`src/rtl/uart_tx_arb.sv`:
```
// uart_tx_arb: two-requester round-robin arbiter feeding one UART transmitter; the grant is locked per message.
// Define UART_ARB_TIMEOUT_EN to release a locked grant after TIMEOUT idle cycles in HOLD.
module uart_tx_arb #(
    parameter int DW      = 8,
    parameter int TIMEOUT = 1024
) (
    input  logic          clk,
    input  logic          i_reset,
    input  logic          i_req0_valid,
    input  logic          i_req1_valid,
    input  logic [DW-1:0] i_req0_data,
    input  logic [DW-1:0] i_req1_data,
    input  logic          i_req0_last,
    input  logic          i_req1_last,
    output logic          o_req0_ready,
    output logic          o_req1_ready,
    output logic [DW-1:0] o_tx_data,
    output logic          o_tx_start,
    input  logic          i_tx_busy,
    output logic [1:0]    o_grant
);
    typedef enum logic [2:0] {IDLE, LOAD, START, WAIT_ACK, WAIT_DONE, HOLD} state_t;

    state_t        r_state, w_state;
    logic [1:0]    r_grant, w_grant;
    logic [DW-1:0] r_data, w_data;
    logic          r_last, w_last;
    logic          r_pri, w_pri;
    logic          w_gvalid;

`ifdef UART_ARB_TIMEOUT_EN
    localparam int CW = $clog2(TIMEOUT + 1);
    logic [CW-1:0] r_cnt, w_cnt;

    always_ff @(posedge clk or negedge i_reset) begin
        if (!i_reset) r_cnt <= '0;
        else          r_cnt <= w_cnt;
    end
`else
    if (TIMEOUT < 1) begin : g_bad_timeout
        $error("TIMEOUT must be at least 1");
    end
`endif

    assign w_gvalid     = |(r_grant & {i_req1_valid, i_req0_valid});
    assign o_req0_ready = (r_state == LOAD) && r_grant[0] && i_req0_valid;
    assign o_req1_ready = (r_state == LOAD) && r_grant[1] && i_req1_valid;
    assign o_tx_start   = (r_state == START);
    assign o_tx_data    = r_data;
    assign o_grant      = r_grant;

    always_ff @(posedge clk or negedge i_reset) begin
        if (!i_reset) begin
            r_state <= IDLE;
            r_grant <= '0;
            r_data  <= '0;
            r_last  <= 1'b0;
            r_pri   <= 1'b0;
        end else begin
            r_state <= w_state;
            r_grant <= w_grant;
            r_data  <= w_data;
            r_last  <= w_last;
            r_pri   <= w_pri;
        end
    end

    // r_pri=1 means req1 wins the next tie; it flips to the other side of whoever just finished.
    always_comb begin
        w_state = r_state;
        w_grant = r_grant;
        w_data  = r_data;
        w_last  = r_last;
        w_pri   = r_pri;
`ifdef UART_ARB_TIMEOUT_EN
        w_cnt   = r_cnt;
`endif
        case (r_state)
            IDLE: if (i_req0_valid || i_req1_valid) begin
                w_grant = (i_req0_valid && !(i_req1_valid && r_pri)) ? 2'b01 : 2'b10;
                w_state = LOAD;
            end
            LOAD: if (w_gvalid) begin
                w_data  = r_grant[0] ? i_req0_data : i_req1_data;
                w_last  = r_grant[0] ? i_req0_last : i_req1_last;
                w_state = START;
            end
            START:    w_state = WAIT_ACK;
            WAIT_ACK: if (i_tx_busy) w_state = WAIT_DONE;
            WAIT_DONE: if (!i_tx_busy) begin
                if (r_last) begin
                    w_state = IDLE;
                    w_grant = '0;
                    w_pri   = r_grant[0];
                end else begin
                    w_state = HOLD;
`ifdef UART_ARB_TIMEOUT_EN
                    w_cnt   = '0;
`endif
                end
            end
            HOLD: if (w_gvalid) begin
                w_state = LOAD;
            end
`ifdef UART_ARB_TIMEOUT_EN
            else if (r_cnt == CW'(TIMEOUT - 1)) begin
                w_state = IDLE;
                w_grant = '0;
                w_pri   = r_grant[0];
            end else begin
                w_cnt   = r_cnt + CW'(1);
            end
`endif
            default: w_state = IDLE;
        endcase
    end
endmodule

```
`config.mk`:
```
export PLATFORM = sky130hd
export DESIGN_NAME = uart_tx_arb
export DESIGN_NICKNAME = d
export VERILOG_FILES = /design/src/rtl/uart_tx_arb.sv
export SDC_FILE = /design/constraint.sdc
export NUM_CORES = 1
export LEC_CHECK = 0
export ABC_AREA = 1
export CAP_MARGIN = 20
export CORE_MARGIN = 1
export CORE_UTILIZATION = 40
export CTS_BUF_LIST = sky130_fd_sc_hd__clkbuf_4
export CTS_CLUSTER_SIZE = 14
export DETAILED_ROUTE_END_ITERATION = 6
export PLACE_DENSITY_LB_ADDON = 0.1
export RECOVER_POWER = 25
export SETUP_SLACK_MARGIN = 0.4
export SLEW_MARGIN = 20
export SYNTH_ARGS = -nofsm -noshare
export SYNTH_HDL_FRONTEND = slang
export SYNTH_SLANG_ARGS = --single-unit
```
`constraint.sdc`:
```
create_clock -name clk -period 2.38 [get_ports clk]
set_clock_uncertainty 0.05 [all_clocks]
set_input_delay 0.357 -clock clk [delete_from_list [all_inputs] [get_ports clk]]
set_output_delay 0.357 -clock clk [all_outputs]
set_load 0.01 [all_outputs]
```
; ---- Yosys cells after proc, flatten, opt, wreduce, memory -nomap -nowiden
; Index checks and enable logic that the tools add are counted.
[word_totals]
regBits = 15
input_bits = 23
output_inout_bits = 13
wordCells = 47
[op_classes]
eq_ne = 11
mux = 14
n_bitwise = 2
n_reduce_logical = 15
[op_table]
columns = cell, n
row1 = two-way mux 3 bit, 6
row2 = one-hot mux 3 bit (6 select lines), 1
row3 = != test 2 bit (second input constant), 6
row4 = two-way mux 2 bit, 4
row5 = two-way mux 8 bit, 1
row6 = equality test 3 x 2 -> 1 bit (second input constant), 2
row7 = equality test 3 bit (second input constant), 2
row8 = logical AND 1 bit, 6
row9 = AND reduction 5 bit, 1
row10 = one-hot mux 2 bit (2 select lines), 1
row11 = AND reduction 4 bit, 1
row12 = equality test 3 x 1 -> 1 bit (second input constant), 1
row13 = logical NOT 3 bit, 1
row14 = AND reduction 3 bit, 1
row15 = AND 2 bit, 1
row16 = AND reduction 2 bit, 1
row17 = nonzero test 2 bit, 1
row18 = OR reduction 2 bit, 1
row19 = logical NOT 1 bit, 1
row20 = logical OR 1 bit, 1
row21 = two-way mux 1 bit, 1
row22 = inverter 1 bit, 1

; ---- Logic depth before layout (Yosys ltp)
[logic_depth]
depth_word = 6
ltp_mapped = 7
mapped_depth_nobuf = 7

; ---- Worst setup path before layout
; OpenSTA, ideal clock, no wires.
[synth_timing]
path_kind = reg2reg
startpoint = reg r_state[2]
endpoint = reg r_data[0] (netlist: o_tx_data[0])
setup_time_ns = 0.126
t_arrival_ns = 1.074
required_time_ns = 2.204
slack_ns = 1.130
stages_incl_launch_ff = 6
path_buffers = 1
synth_period_minus_slack_ns = 1.250
path_cell_list = dfrtp_1 -> inv_1 -> nand2_4 -> a21oi_4 -> buf_6 -> o21ai_0
[synth_via]
elab_chain_cells = 2
[synth_rtl]
columns = element, line
row1 = start: declaration, 24  ; state_t r_state, w_state;
row2 = start signal: assignment, 60  ; r_state <= w_state;
row3 = equality test 3 x 1 -> 1 bit, 78  ; case (r_state)
row4 = AND reduction 2 bit (no line), -
row5 = end signal: assignment, 62  ; r_data <= w_data;
row6 = end: declaration, 26  ; logic [DW-1:0] r_data, w_data;
; Every way passes these cells.
; A chain may end at the register's enable or synchronous reset.

; ---- Worst setup path after layout
[layout_timing]
startpoint = reg r_state[2]
endpoint = out o_tx_start
[layout_via]
elab_chain_cells = 1
[layout_rtl]
columns = element, line
row1 = equality test 3 x 2 -> 1 bit, 48  ; assign o_tx_start = (r_state == START);
row2 = end: declaration, 18  ; output logic o_tx_start,
; Every way passes these cells.

==> qor.txt <==
status: complete, no violations
Tcrit/Tclk final: 0.801
chip height: 48.8 µm
power share of the combinational group: 0.112
Cell Int Power: 351 µW
vias in the first global route: 898
TritonCTS buffer count: 3
commonest non-fill, non-tap cell in the layout: nand2_1
GRT overflow: 0
Max-Cap Viols: 0
switching power: 99.7 µW
CP Capture Type: primary output
crit path kind: register to primary output
hold path depth: 2
Post-DP HPWL: 1500 µm
Hold-fix buffers, CTS: 0
Via Count: 973
fin. max-slew vios: 0
synthesis-to-finish area growth: 52.2%
H-tree depth: 1
maximum clock rate: 0.525 GHz
register area share after synthesis: 0.428
WL/cell: 10.8 µm
VDD IR max: 237 µV
WP depth: 4
drt initial violations: 45
Core Rows: 16
WP data arrival: 1.50 ns
total chip power: 451 µW
initial antenna violation count: 0
worst slew pin tran: 0.657 ns
dpl ws: 0.294 ns
setup_tns: 0 ns
detailed-router iteration count before antenna repair: 4
min Tclk post-route: 1.91 ns
P per Cell Area: 338 mW/mm²
CP Max Fanout: 3
Worst slew margin: 0.560
Critical Path Start Type: register
top-area cell type share of the netlist area: 0.428
Max stage delay on crit path: 0.52 ns
Flop pwr share: 0.565
CP bufs+invs: 3
Layout Cells excl Fill: 199
Syn. warnings: 0
share of cells above drive strength 1: 0.134
cell taking the most area after synthesis: dfrtp_1
r2r worst-path depth: 7
Core Region: 0.00200 mm²
synth top area cells: dfrtp_1, nand2_1, o21ai_0, inv_1, nand3_1
Cells after Synth: 128
Post-Synthesis Net Count: 151
Antenna Nets Post-Route: 0
Yosys cell types: 19
first-pass GRT wire length: 3530 µm
post-layout util: 0.667
Synth Register Bits: 15
placed insts: 189
nets@finish: 196
cell area after synthesis: 877 µm²
Net Sw Frac: 0.221
vias per inst: 4.89
I/O pin total: 36
clk_lat worst skew: 0.29 ns
GPL Wtd Cong: 0.885
antenna cells: 0
total routed wirelength: 2150 µm
leakage: 0.701 nW
Port Buffers: 35
clock sinks: 15
DIE AREA: 0.00238 mm²
Final setup viols: 0
Critical Path, Cell by Cell: inv_2 > nand3_1 > inv_1 > clkdlybuf4s50_1
Remaining DRCs: 0
Clock Pin Slew Worst Setup and Hold Paths: 0.09 ns
gr usage total: 0.192
Root Buffer: clkbuf_4
CTS tree: done
Critical Path RT: 1.97 ns
Hold Path Class: register to register
chip width: 48.8 µm
unrepaired setup endpoints after global routing: no
Mean Syn Cell Area: 6.85 µm²
largest net degree at the start of global routing: 19
clock buffer depth: 2
final worst slack: 0.474 ns
Initial Util: 0.438
CP max stage cell: clkdlybuf4s50_1
cell type group with the largest total delay on the critical path: buffers and inverters
reg2reg setup slack: 0.86 ns
final hold vios: 0
most frequent cells in the layout: nand2_1, clkdlybuf4s50_1, inv_1
Clock Power Share: 0.323
[per-stage QoR]
stage	instance area (µm²)	hold slack (ns)
finish	1340	0.473
floorplan	877	0.0114
CTS	1290	0.430
global placement	1250	0.440
global route	1340	0.498
detailed placement	1250	0.447
[cells by family (layout without fill, tap and decap cells)]
group,count (synthesis),after routing,synth area share
and+or+nand+nor,76,76,0.361
buffers and inverters,19,63,0.0899
AOI/OAI and AO/OA,18,18,0.121
DFF,15,15,0.428
[Yosys cell counts]
cell type,number
a21oi_1,2
clkinv_1,1
nor2_4,1
inv_2,1
clkbuf_1,1
nand2_2,1
nor3_1,1
o22ai_1,1
nand3_1,6
o21ai_0,13
nand4_1,2
nor2_1,7
nand2_4,1
buf_6,1
nand2_1,57
a21oi_4,1
dfrtp_1,15
o21ai_2,1
inv_1,15
[registers in the layout (all words and copies together), names as in the netlist]
signal	cells
r_last	1
r_state	3
r_pri	1
o_tx_data	8
o_grant	2
[routing by layer]
| metal | share of wire | GRT usage | vias to the layer above |
|---|---|---|---|
| met3 | 0.076 | 0.0623 | 4 |
| li1 | - | - | 486 |
| met1 | 0.43 | 0.218 | 434 |
| met2 | 0.48 | 0.329 | 49 |
| met5 | 0 | 0 | - |
| met4 | 0.0098 | 0.0833 | 0 |
[power groups by stage]
stage / clock (mW) / combinational (mW) / sequential (mW)
after floorplan: 0 / 0.00818 / 0.260
after global placement: 0 / 0.0507 / 0.260
after detailed placement: 0 / 0.0518 / 0.260
after CTS: 0.150 / 0.0516 / 0.255
after global routing: 0.163 / 0.0565 / 0.255
final: 0.146 / 0.0505 / 0.255
[tightest hold or removal path: stages, from the launching register on]
cell     delay (ns)
dfrtp_1        0.37
nand2_1        0.06
o21ai_0        0.07
[layout make-up]
class                           instances  area [µm²]
Tap cell                               27        33.8
Clock buffer                            3        22.5
Multi-Input combinational cell         94         428
Clock inverter                          1        5.00
Timing Repair Buffer                   42         403
Sequential cell                        15         379
Fill cell                             173         667
Inverter                               17        63.8
[worst paths after layout]
kind,to,from
setup / recovery,o_tx_start,r_state[2]
hold reg to reg,r_pri,r_pri
hold / removal,r_pri,r_pri
setup reg to reg,r_state[2],r_state[1]
min in group asynchronous,o_tx_data[3],i_reset
max in group asynchronous,r_state[0],i_reset
[timing repair]
action,CTS,global route
endpoints found under the setup margin,3,2
gates cloned,0,0
gates resized for setup,5,4
buffers inserted,1,5
(Power assumes the default switching activity.)
==> RTL change (same flow settings) <==
The option `UART_ARB_TIMEOUT_EN` is turned on by a define.
--- a/src/rtl/uart_tx_arb.sv
+++ b/src/rtl/uart_tx_arb.sv
@@ -2,2 +2,4 @@
 // Define UART_ARB_TIMEOUT_EN to release a locked grant after TIMEOUT idle cycles in HOLD.
+`define UART_ARB_TIMEOUT_EN
+
 module uart_tx_arb #(
Behaviour: no difference found for any inputs over 10 cycles, from zero or initial values and one cycle with i_reset low; that may be too few to reach the edited logic, so the function may still have changed.
==> RTL change against the original RTL <==
- highest routed layer unchanged
- setup slack improved by 0.095 ns
- sequential cell count increased by 11
- area after synthesis is 83% higher
- fmax grew 5.2%
- sequential power rose to 2.7 times the old value
- die area rose by 79%
- cell area rose by 56%
- total power grew to 4.6 times the old value
- wire length rose by 66%
==> RTL change: results (changes against the original RTL) <==
- WL/cell: 11.4 µm (+5.7%)
- Non-filler cells, final: 312 (+57%)
- Vias: 1,495 (+54%)
- Inserted Clock Buffers: 3 (unchanged)
- Synthesized-area fraction occupied by adder cells: 0.778% (+0.78 points)
- Clock transition at the registers of the reported paths: 0.14 ns (+0.05 ns)
- Post-Synth XOR/XNOR Area: 2.72% (+2.7 points)
- HPWL after detailed placement: 2570 µm (+71%)
- Post-Syn Nets: 248 (+64%)
- Synth Area in Compound Gates: 7.55% (-4.6 points)
- Filler cell count in the final layout: 378 (+120%)
- Vias in the first global route: 1,440 (+60%)
- M3 GR Usage: 4.17% (-2.1 points)
- Synth top cells by count: nand2_1, nor2_1, dfrtp_1, nand3_1, inv_1
- Grt met1 use: 24.8% (+3.0 points)
- M2 GR Usage: 31.4% (-1.4 points)
- Static Leak: 0.956 nW (+36%)
- Largest register FFs: 11 (+3)
- Peak supply drop: 0.607 mV (+160%)
- Routability cong.: 0.789 (-11%)
- Share of layout cells above drive strength 1: 10.6% (-2.8 points)
- CP arrival: 1.87 ns (+0.37 ns)
- Initial antenna violation count: 0 (unchanged)
- First-pass detailed-route iteration total: 4 (unchanged)
- Cell total after placement: 303 (+60%)
- Status: finished, final reports clean
- Seq/Total Area, Yosys: 40.5% (-2.3 points)
- Netlist cell types: 30 (+11)
- Crit Path Max Fanout: 26 (+23)
- Syn Inst Count: 224 (+75%)
- Total track usage: 19.0% (-0.19 points)
- Slowest CP cell: clkbuf_1
- Initial drt markers: 79 (+76%)
- Top cells by area, synth: dfrtp_1, nand2_1, nor2_1
- First-pass GRT wire length: 6330 µm (+79%)
- Clk_lat worst skew: 0.34 ns (+0.05 ns)
- Crit-path max cell delay: 1.06 ns (+0.54 ns)
- Worst slew pin tran: 1.46 ns (+0.798 ns)
==> RTL change: cell types whose count changed after synthesis, sizes merged, moves of 4 or more <==
cell   change
nor2      +30
nand2     +25
nand3     +13
dfrtp     +11
a31oi      +9
o21ai      -5
buf        +4
xor2       +4
==> RTL change: routing by layer <==
metal / up-vias / wire length (µm)
met2: 29 / 1650
met1: 670 / 1750
met3: 2 / 129
li1: 794 / -
met5: - / 0
met4: 0 / 27
==> RTL change: final cells by class <==
class,instances,share of cell area [%]
Timing Repair Buffer,42,19.1
Tap cell,48,2.88
Sequential cell,26,31.4
Clock buffer,3,1.08
Clock inverter,1,1.44
Multi-Input combinational cell,175,40.8
Inverter,17,3.30
==> RTL change: cell families (layout without fill, tap and decap cells) <==
family	Yosys count	in the layout
AO/OA/AOI/OAI	21	21
XOR/XNOR	5	5
flip-flops	26	26
adder cells (fa/ha/maj)	1	1
AND/OR/NAND/NOR	148	148
buffers and inverters	23	63
==> RTL change: per-stage QoR <==
stage	setup slack, ns	utilization, %	power, mW	hold slack [ns]	instance area [µm²]
3_5_place_dp	0.387	52.9	1.73	0.447	1990
3_3_place_gp	0.414	52.9	1.73	0.453	1990
6_report	0.569	55.3	2.08	0.485	2090
5_1_grt	0.225	55.3	2.28	0.487	2090
2_1_floorplan	0.831	-	1.37	0.0114	1610
4_1_cts	0.414	55.0	2.10	0.323	2080
==> RTL change: power breakdown <==
group | switching (mW) | total, mW | internal, mW
sequential | 0.110 | 0.699 | 0.590
combinational | 0.593 | 1.06 | 0.472
clock | 0.149 | 0.319 | 0.170
==> RTL change: final timing paths <==
check / from / to / slack, ns / depth (start not counted)
min: o_grant[1] / o_grant[1] / 0.48 / 2
max reg2reg: r_cnt[0] / r_state[0] / 0.59 / 10
min reg2reg: o_grant[1] / o_grant[1] / 0.48 / 2
min in group asynchronous: i_reset / r_cnt[9] / 0.74 / 2
max in group clk: r_state[0] / o_req0_ready / 0.58 / 4
max: i_reset / r_state[2] / 0.57 / 2
==> RTL change: timing repair <==
action	CTS	global route
resized for setup	4	3
endpoints found under the setup margin	3	6
pin swaps	0	0
gates cloned	0	0
endpoints found under the hold margin	0	0
hold buffers	0	0
buffers inserted	4	1
